<file path="src/rtl/fetch_unit.sv">
// fetch_unit: program counter and 1/2-byte instruction fetch with valid/ready issue; optional halt stop enabled by FETCH_HALT_EN
module fetch_unit #(
  parameter logic [11:0] RESET_PC    = 12'h000,
  parameter logic [15:0] LONG_MASK   = 16'h000C,
  parameter logic [7:0]  HALT_OPCODE = 8'hFF
) (
  input  logic        clk,
  input  logic        reset,
  output logic [11:0] pc,
  input  logic [7:0]  program_byte,
  input  logic        load_pc,
  input  logic [11:0] load_addr,
  input  logic        instr_ready,
  output logic        instr_valid,
  output logic [7:0]  instr_opcode,
  output logic [7:0]  instr_operand,
  output logic        instr_long,
  output logic [11:0] instr_pc,
  output logic        halted
);
`ifdef FETCH_HALT_EN
  typedef enum logic [1:0] {OP, OPND, HOLD, HALTED} state_t;
`else
  typedef enum logic [1:0] {OP, OPND, HOLD} state_t;
`endif
  state_t      state, state_n;
  logic [11:0] pc_n, instr_pc_n;
  logic [7:0]  opcode_n, operand_n;
  logic        valid_n, long_n;
`ifdef FETCH_HALT_EN
  logic        halted_n, halt_hit;
  assign halt_hit = instr_ready && !instr_long && instr_opcode == HALT_OPCODE;
`endif
  // next-state and datapath: redirect wins over sequencing; valid is raised on entry to HOLD
  always_comb begin
    state_n    = state;
    pc_n       = pc;
    valid_n    = instr_valid;
    opcode_n   = instr_opcode;
    operand_n  = instr_operand;
    long_n     = instr_long;
    instr_pc_n = instr_pc;
`ifdef FETCH_HALT_EN
    halted_n   = halted;
`endif
    if (load_pc) begin
      state_n = OP;
      pc_n    = load_addr;
      valid_n = 1'b0;
`ifdef FETCH_HALT_EN
      halted_n = 1'b0;
`endif
    end else begin
      case (state)
        OP: begin
          opcode_n   = program_byte;
          instr_pc_n = pc;
          pc_n       = pc + 12'd1;
          long_n     = LONG_MASK[program_byte[7:4]];
          operand_n  = LONG_MASK[program_byte[7:4]] ? instr_operand : 8'h00;
          state_n    = LONG_MASK[program_byte[7:4]] ? OPND : HOLD;
          valid_n    = !LONG_MASK[program_byte[7:4]];
        end
        OPND: begin
          operand_n = program_byte;
          pc_n      = pc + 12'd1;
          state_n   = HOLD;
          valid_n   = 1'b1;
        end
        HOLD: begin
          valid_n = !instr_ready;
`ifdef FETCH_HALT_EN
          state_n  = halt_hit ? HALTED : instr_ready ? OP : HOLD;
          halted_n = halt_hit;
`else
          state_n  = instr_ready ? OP : HOLD;
`endif
        end
        default: state_n = state;
      endcase
    end
  end
  // state and instruction registers
  always_ff @(posedge clk) begin
    if (reset) begin
      state         <= OP;
      pc            <= RESET_PC;
      instr_valid   <= 1'b0;
      instr_opcode  <= 8'h00;
      instr_operand <= 8'h00;
      instr_long    <= 1'b0;
      instr_pc      <= 12'h000;
    end else begin
      state         <= state_n;
      pc            <= pc_n;
      instr_valid   <= valid_n;
      instr_opcode  <= opcode_n;
      instr_operand <= operand_n;
      instr_long    <= long_n;
      instr_pc      <= instr_pc_n;
    end
  end
`ifdef FETCH_HALT_EN
  // halt flag follows entry to / exit from the halted state
  always_ff @(posedge clk) begin
    if (reset) halted <= 1'b0;
    else halted <= halted_n;
  end
`else
  assign halted = 1'b0;
`endif
endmodule

</file>
<file path="config.mk">
export PLATFORM = sky130hd
export DESIGN_NAME = fetch_unit
export DESIGN_NICKNAME = d
export VERILOG_FILES = /design/src/rtl/fetch_unit.sv
export SDC_FILE = /design/constraint.sdc
export NUM_CORES = 1
export LEC_CHECK = 0
export BUFFER_PORTS_ARGS = -buffer_cell sky130_fd_sc_hd__buf_2
export CAP_MARGIN = 40
export CORE_UTILIZATION = 35
export CTS_CLUSTER_DIAMETER = 50
export DETAILED_ROUTE_END_ITERATION = 10
export SYNTH_ARGS = -nofsm -noshare
export SYNTH_HDL_FRONTEND = slang
export SYNTH_SLANG_ARGS = --single-unit
</file>
<file path="constraint.sdc">
create_clock -name clk -period 2.7 [get_ports clk]
set_input_delay 0 -clock clk [delete_from_list [all_inputs] [get_ports clk]]
set_output_delay 0 -clock clk [all_outputs]
set_load 0.01 [all_outputs]
</file>
; Yosys cells after proc, flatten, opt, wreduce, memory -nomap -nowiden
; Memory sizes are Yosys's and may differ from the RTL's.
; Index checks and enable logic that the tools add are counted.
[word_totals]
ff_bits = 44
latchBits = 0
ram_bits = 0
mem_bits_ro = 16
input_bits = 24
output_inout_bits = 43
wordCells = 33
n_memories = 1
[memory_table]
columns = name, words, width, rd, rd_ports_with_merged_regs, write_ports, line
row1 = (name not given), 16, 1, 1, 0, 0, 62  ; valid_n = !LONG_MASK[program_byte[7:4]];
[op_classes]
addsub = 1
mul = 0
div = 0
n_lt_le_gt_ge = 1
eq_ne = 3
shift = 0
muxes = 9
bitwise_logic = 1
reduce_logical = 10
[ops]
columns = operator, count
row1 = 12-bit 2-to-1 mux, 2
row2 = 8-bit one-hot mux with 2 select lines, 1
row3 = 12-bit by 1-bit adder with 12-bit output (second input constant), 1
row4 = 8-bit 2-to-1 mux, 1
row5 = 2-bit one-hot mux with 3 select lines, 1
row6 = 4-bit by 5-bit less-than comparator with 1-bit output (second input constant), 1
row7 = 2-bit 2-to-1 mux, 2
row8 = 2-bit nonzero test, 2
row9 = 2-bit OR reduction, 2
row10 = 1-bit one-hot mux with 3 select lines, 1
row11 = 3-bit AND reduction, 1
row12 = 3-bit nonzero test, 1
row13 = 2-bit by 1-bit == test with 1-bit output (second input constant), 1
row14 = 2-bit == test (second input constant), 1
row15 = 1-bit zero test, 2
row16 = 2-bit zero test, 1
row17 = 2-bit != test (second input constant), 1
row18 = 2-bit AND reduction, 1
row19 = 1-bit 2-to-1 mux, 1
row20 = 1-bit NOT, 1

; Logic depth before layout (Yosys ltp)
; Gate-level depths: netlist (run 1).
[logic_depth]
ltp_word = 4
mapped_depth = 7
ltp_nobuf = 6

; Worst setup path before layout (run 1)
; No wires, ideal clock.
[synth_timing]
path_kind = reg-to-reg
startpoint = register, netlist name instr_valid
endpoint = register instr_operand[0]
setup_ns = 0.128
arrival_time_ns = 1.469
required_time_ns = 2.572
setup_slack_ns = 1.103
stages_incl_launch_ff = 7
path_buffers = 0
period_less_slack_ns = 1.597
cell_sequence = dfxtp_1 -> inv_1 -> ha_1 -> nor2_1 -> a211o_1 -> a22oi_1 -> nor2_1
[synth_rtl]
columns = item, line
row1 = to (signal assigned), 98  ; instr_operand <= operand_n;
row2 = to (decl), 16  ; output logic [7:0] instr_operand,

==> impl_metrics.ini, run 1 <==
[status]
status = finished, final reports clean

[setup_path]
critPathKind = reg -> reg
crit_arrival_ns = 2.04
worstSetupEndpointType = flip-flop
r2r_start = instr_valid
crit_start = instr_valid
crit_fanout = 10
start_kind = flip-flop
required_ns = 2.84

[logic_synthesis]
ys_types = 37
synth_area_um2 = 1861
synth_edf_count = 0
synthTopCellsByArea = dfxtp_1, nand2_1, a21oi_1
synthCells = 222
yosysSeqAreaShare = 0.4627
async_reset_ff_frac = 0
yosysTopAreaCell = dfxtp_1
ys.warnings.count = 0
ys.flop_type = dfxtp_1
synth.top_cell.area_share = 0.4627
synth_nets = 251
syn_avg_cell_area_um2 = 8.381
ys_ff_latch = 43

[placed_design]
globalplace.congestion = 0.7468
dp_hpwl_um = 3224
place_area_um2 = 2227
port_buffers = 65

[routing]
vias = 1760
dr.pass1.iters = 4
wirelength_um = 4772
drc = 0
postRouteAntennaNets = 0
wire_per_inst_um = 12.86
dr.first_iter.drc_count = 78
viasPerCell = 4.744

[timing]
report.final.slew_viol_count = 0
final-setup-viol-count = 0
rsz0062_at_grt = no
min_period_ns = 1.893
fin_skew_ns = 0.001816
hold_viol = 0
tns_ns = 0
max_freq_ghz = 0.5281
fin_crit_sh = 0.7013
tightestPinTransition_ns = 0.7817
maxSlewHeadroom = 0.4789

[power_and_ir_drop]
ir_drop_uv = 311.4
p_leak_nw = 1.060
power_density_nw_per_um2 = 529.7

[floorplanning]
dieArea_um2 = 5612
dieWidth_um = 74.91
fp-row-count = 26
core_um2 = 5107
dieHeight_um = 74.91
pin_count = 67
start_util = 0.3643

[global_route]
grt_pass1_wl_um = 7383
grt_pass1_vias = 1568
antenna_found_initial = 0
grt_start_max_net_pins = 45
grt_usage = 0.1705
overflow = 0

[cells_and_area]
syn_to_final_growth_pct = 34.77
final_area_um2 = 2507
nNetsFinal = 329
finish.utilization = 0.4909
drive_above_1_share = 0.2658
antenna_cells = 0

[cts]
numCtsBuffers = 5
clk_path_buf_depth = 2
cts_setup_buffers = 0
cts_root_buf = clkbuf_8
h-tree-depth = 2
cts_tree = done
path_clk_slew_ns = 0.08
numClockSinks = 43
clkLatencyLatePin_ns = 0.28

[worst_hold_path]
hp-start = load_addr[10]
hold_class = in -> reg

[job]
timing.max_cap.violations = 0
[stage by stage]
| stage | setup WS [ns] | total power [mW] | std cells | hold slack (ns) |
|---|---|---|---|---|
| after floorplan | 1.103 | 0.8140 | 222 | 0.1360 |
| after global placement | 0.8744 | 0.8864 | 345 | 0.2501 |
| after CTS | 0.8121 | 1.343 | 371 | 0.006045 |
| final | 0.8065 | 1.328 | 371 | 0.01017 |
| after global routing | 0.6697 | 1.397 | 371 | 0.03730 |
| after detailed placement | 0.8291 | 0.8876 | 345 | 0.2460 |
[synth_stat cells, types with 2 or more instances]
cell and count:
nand2_1 52, dfxtp_1 43, a21oi_1 29, nor2_1 15, xnor2_1 10, clkbuf_1 9
a22oi_1 8, ha_1 5, inv_1 5, nor3_1 5, buf_2 4, nand3_1 3
o21ai_0 3, o21bai_1 3, a211oi_1 2, a311oi_1 2, nand4_1 2, nor2b_1 2
or3_1 2
[worst max-delay path, cell delays in order (launching register included)]
cell	delay (ns)
dfxtp_1	0.35
inv_1	0.09
ha_1	0.41
nor2_1	0.19
a211o_1	0.43
a22oi_1	0.23
nor2_1	0.06
[sequential cells by signal, indices dropped and copies added, names as in the netlist]
signal and count:
state 1, instr_pc 12, instr_opcode 8, pc 12
instr_valid 1, instr_operand 8, instr_long 1
[placed cells by master (no fill, tap or decap), types with 2 or more instances in the layout]
cell and instances:
buf_2 65, nand2_1 52, nor2_1 15, o21bai_1 3, dlygate4sd3_1 18, a211oi_1 2
nor3_1 5, clkbuf_8 7, o21ai_0 3, buf_4 2, inv_1 5, or3_1 2
ha_1 5, nand3_1 3, dfxtp_1 43, nand4_1 2, a311oi_1 2, a21oi_1 29
nor2b_1 2, a22oi_1 8, xnor2_1 10
[where the power goes]
part	internal [mW]	switching, mW	total, mW
Clock	0.233	0.202	0.435
Combinational	0.0886	0.107	0.196
Sequential	0.664	0.0331	0.697
[logic make-up after synthesis]
group                    after synthesis  synth area share
XOR/XNOR                              10           0.04707
multiplexers                           1          0.005380
buffers and inverters                 19           0.04304
adder cells (fa/ha/maj)                5           0.03362
flip-flops                            43            0.4627
AO/OA/AOI/OAI                         55            0.1957
AND/OR/NAND/NOR                       88            0.2105
other                                  1          0.002016
[timing repair]
action | 4_1_cts | 5_1_grt
gates resized for setup | 0 | 0
hold buffers | 18 | 0
endpoints found under the hold margin | 25 | 0
[worst paths after layout]
check | to | slack, ns | cells past startpoint
max | instr_operand[1] | 0.81 | 6
min | pc[10] | 0.01 | 3
max reg2reg | instr_operand[1] | 0.81 | 6
min reg2reg | instr_opcode[2] | 0.45 | 2
[layout make-up]
type	instances	area [um2]
Sequential cell	43	860.8
Multi-Input combinational cell	160	919.6
Timing Repair Buffer	85	520.5
Tap cell	70	87.58
Fill cell	535	2600
Clock buffer	8	100.1
Inverter	5	18.77
[per-layer routing]
layer	vias up	track usage	part of all wire
li1	908	-	-
met1	801	0.2390	0.48
met2	47	0.2743	0.47
met3	4	0.02677	0.042
met4	0	0.04403	0.0078
met5	-	0	0
(Power assumes the default switching activity.)
==> inputs of run 2 (changes only) <==
Settings changed: ABC_AREA set to 1.
Clock period 2.7 ns to 1.7 ns, I/O delays scaled along.
==> run 2 against run 1 <==
  * Hold slack gained 0.018 ns
  * Register-to-register slack worse by 0.65 ns
  * Via count grew 17%
  * Synthesized cell count increased by 20%
  * Core utilization up 1.0 points
  * Sequential power grew 61%
  * Critical path depth grew 2
  * Global-route usage increased by 2.3 points
  * Design area up 4.6%
  * Final cell count grew 14%
  * Fmax rose by 23%
  * Setup slack lost 0.65 ns
  * Critical endpoint is now instr_operand[3]
==> impl_metrics.ini, run 2 <==
[logic_synthesis]
yosysMostFrequentCell = nand2_1
synth_nets = 296
yosysTopAreaCell = dfxtp_1
ys_ff_latch = 43
synth_area_um2 = 1946
ys.warnings.count = 0
yosysSeqAreaShare = 0.4424
ys_types = 25
synthCells = 267
ys.flop_type = dfxtp_1
syn_avg_cell_area_um2 = 7.287
async_reset_ff_frac = 0
synthTopCellsByCount = nand2_1, dfxtp_1, nor2_1
synthTopCellsByArea = dfxtp_1, nand2_1, o21ai_0
synth.top_cell.area_share = 0.4424
synth_edf_count = 0

[timing]
tightestPinTransition_ns = 0.5596
max_freq_ghz = 0.6492
hold_viol = 0
tns_ns = 0
rsz0062_at_grt = no
fin_crit_sh = 0.9062
report.final.slew_viol_count = 0
maxSlewHeadroom = 0.6265
min_period_ns = 1.540
final-setup-viol-count = 0
setup_ws_ns = 0.1595
fin_skew_ns = 0.005007

[global_route]
grt_usage = 0.1938
antenna_found_initial = 0
overflow = 0
grt_pass1_vias = 1848
grt_start_max_net_pins = 24
grt_pass1_wl_um = 8976

[cts]
cts_root_buf = clkbuf_8
h-tree-depth = 2
numCtsBuffers = 5
clkLatencyLatePin_ns = 0.29
cts_tree = done
numClockSinks = 43
clk_path_buf_depth = 2
path_clk_slew_ns = 0.08

[placed_design]
dp_slack_ns = -0.06912
dp_hpwl_um = 3799
globalplace.congestion = 0.8221
port_buffers = 65

[setup_path]
start_kind = flip-flop
crit_fanout = 9
reg2reg_depth = 8
r2r_start = state[0]
slowest_delay_ns = 0.33
path_cells = inv_1 -> ha_1 -> inv_1 -> buf_4 -> o21ai_4 -> inv_2 -> nand3_1 -> a21oi_1
reg2reg_to = instr_operand[3]
worstSetupEndpointType = flip-flop
critPathKind = reg -> reg
ff2ff_setup_slack_ns = 0.16
cpMostUsedCell = inv_1
required_ns = 1.86
crit_arrival_ns = 1.70
cp_slowest_cell = dfxtp_1

[power_and_ir_drop]
p_int_mw = 1.557
switchingPower_mw = 0.6105
pwr-share-seq = 0.515
clkPwrFrac = 0.303
power_density_nw_per_um2 = 826.1
ir_drop_uv = 431.2
p_leak_nw = 1.217
swShare = 0.2816
p_comb_frac = 0.182

[job]
timing.max_cap.violations = 0

[routing]
route.met2.wl_um = 2671
viasPerCell = 4.844
vias = 2054
postRouteAntennaNets = 0
routed.top_layer = met4
wl_met3_um = 286
wire_per_inst_um = 12.96
drt-met1-wl_um = 2506
dr.pass1.iters = 4
dr.first_iter.drc_count = 118
drc = 0
wirelength_um = 5494

[worst_hold_path]
hold_depth = 3
hp-start = load_addr[0]
hold_class = in -> reg
whs_endpoint = pc[0]

[floorplanning]
core_um2 = 5238
pin_count = 67
start_util = 0.3715
dieArea_um2 = 5861
dieHeight_um = 76.56
dieWidth_um = 76.56
fp-row-count = 26

[cells_and_area]
nNetsFinal = 383
finish.utilization = 0.5010
antenna_cells = 0
drive_above_1_share = 0.2740
reg_top3 = instr_pc x12, pc x12
syn_to_final_growth_pct = 34.86
most-common-layout-cells = buf_2, nand2_1, dfxtp_1
final_common_cell = buf_2

[status]
status = finished, final reports clean
run 2: cell types whose count changed after synthesis, moves of 4 or more:
| cell | previous run | this run |
|---|---|---|
| nand2_1 | 52 | 48 |
| nand3_1 | 3 | 22 |
| nor2_1 | 15 | 33 |
| inv_2 | 0 | 4 |
| inv_1 | 5 | 24 |
| clkbuf_1 | 9 | 3 |
| o21ai_0 | 3 | 28 |
| xnor2_1 | 10 | 0 |
| a22oi_1 | 8 | 3 |
| nor3_1 | 5 | 0 |
| a31oi_1 | 1 | 5 |
run 2: power groups by stage:
| stage | clock network [mW] | logic, mW | registers, mW |
|---|---|---|---|
| 2_1_floorplan | 0 | 0.174 | 1.16 |
| 6_report | 0.657 | 0.395 | 1.12 |
| 3_5_place_dp | 0 | 0.344 | 1.14 |
| 4_1_cts | 0.679 | 0.375 | 1.12 |
| 3_3_place_gp | 0 | 0.343 | 1.14 |
| 5_1_grt | 0.725 | 0.437 | 1.13 |
run 2: critical path: cells and delay by family, from the launching register on:
kind / cells / cell delay, ns
AOI/OAI and AO/OA: 2 / 0.33
and+or+nand+nor: 1 / 0.08
adders and majority gates: 1 / 0.17
buffers and inverters: 4 / 0.50
DFF: 1 / 0.33
run 2: how the worst max path moves through the flow:
stage / start / depth (start not counted) / to / slack (ns)
6_report: state[0] / 8 / instr_operand[3] / 0.16
3_3_place_gp: state[0] / 7 / instr_opcode[2] / -0.03
4_1_cts: state[0] / 9 / instr_operand[3] / 0.04
5_1_grt: state[0] / 8 / instr_operand[2] / 0.02
2_1_floorplan: instr_valid / 8 / pc[0] / 0.18
3_5_place_dp: state[0] / 7 / instr_opcode[4] / -0.07
run 2: timing repair:
action | CTS | global route
gates resized for setup | 0 | 2
hold buffers | 13 | 0
gates cloned | 1 | 0
pin swaps | 1 | 2
setup buffers | 0 | 7
setup endpoints to repair | 8 | 20
endpoints found under the hold margin | 17 | 0
run 2: cell type report:
class / count / area, um2
Fill cell: 575 / 2614
Multi-Input combinational cell: 186 / 937.1
Sequential cell: 43 / 860.8
Timing Repair Buffer: 90 / 545.5
Inverter: 28 / 105.1
Tap cell: 70 / 87.58
Clock buffer: 6 / 82.58
Clock inverter: 1 / 5.005
run 2: per-layer routing:
metal	up-vias	track usage
li1	1052	-
met5	-	0
met3	5	0.04671
met1	941	0.2370
met4	0	0.04038
met2	56	0.3423
run 2: cells by family (layout without fill, tap and decap cells):
logic type                 count (synthesis)  in the layout  share of synthesized area
and+or+nand+nor                          110            111                     0.2457
buffers and inverters                     39            125                    0.08553
DFF                                       43             43                     0.4424
AOI/OAI and AO/OA                         69             69                     0.1923
other                                      1              1                   0.001927
adders and majority gates                  5              5                    0.03215
run 2: per-stage QoR:
stage	power [mW]	instances	cell area, um2	hold slack [ns]
2_1_floorplan	1.339	267	1946	0.1349
3_3_place_gp	1.483	396	2335	0.2509
3_5_place_dp	1.483	396	2335	0.2572
4_1_cts	2.170	417	2559	0.02480
5_1_grt	2.289	424	2624	0.04756
6_report	2.168	424	2624	0.02797
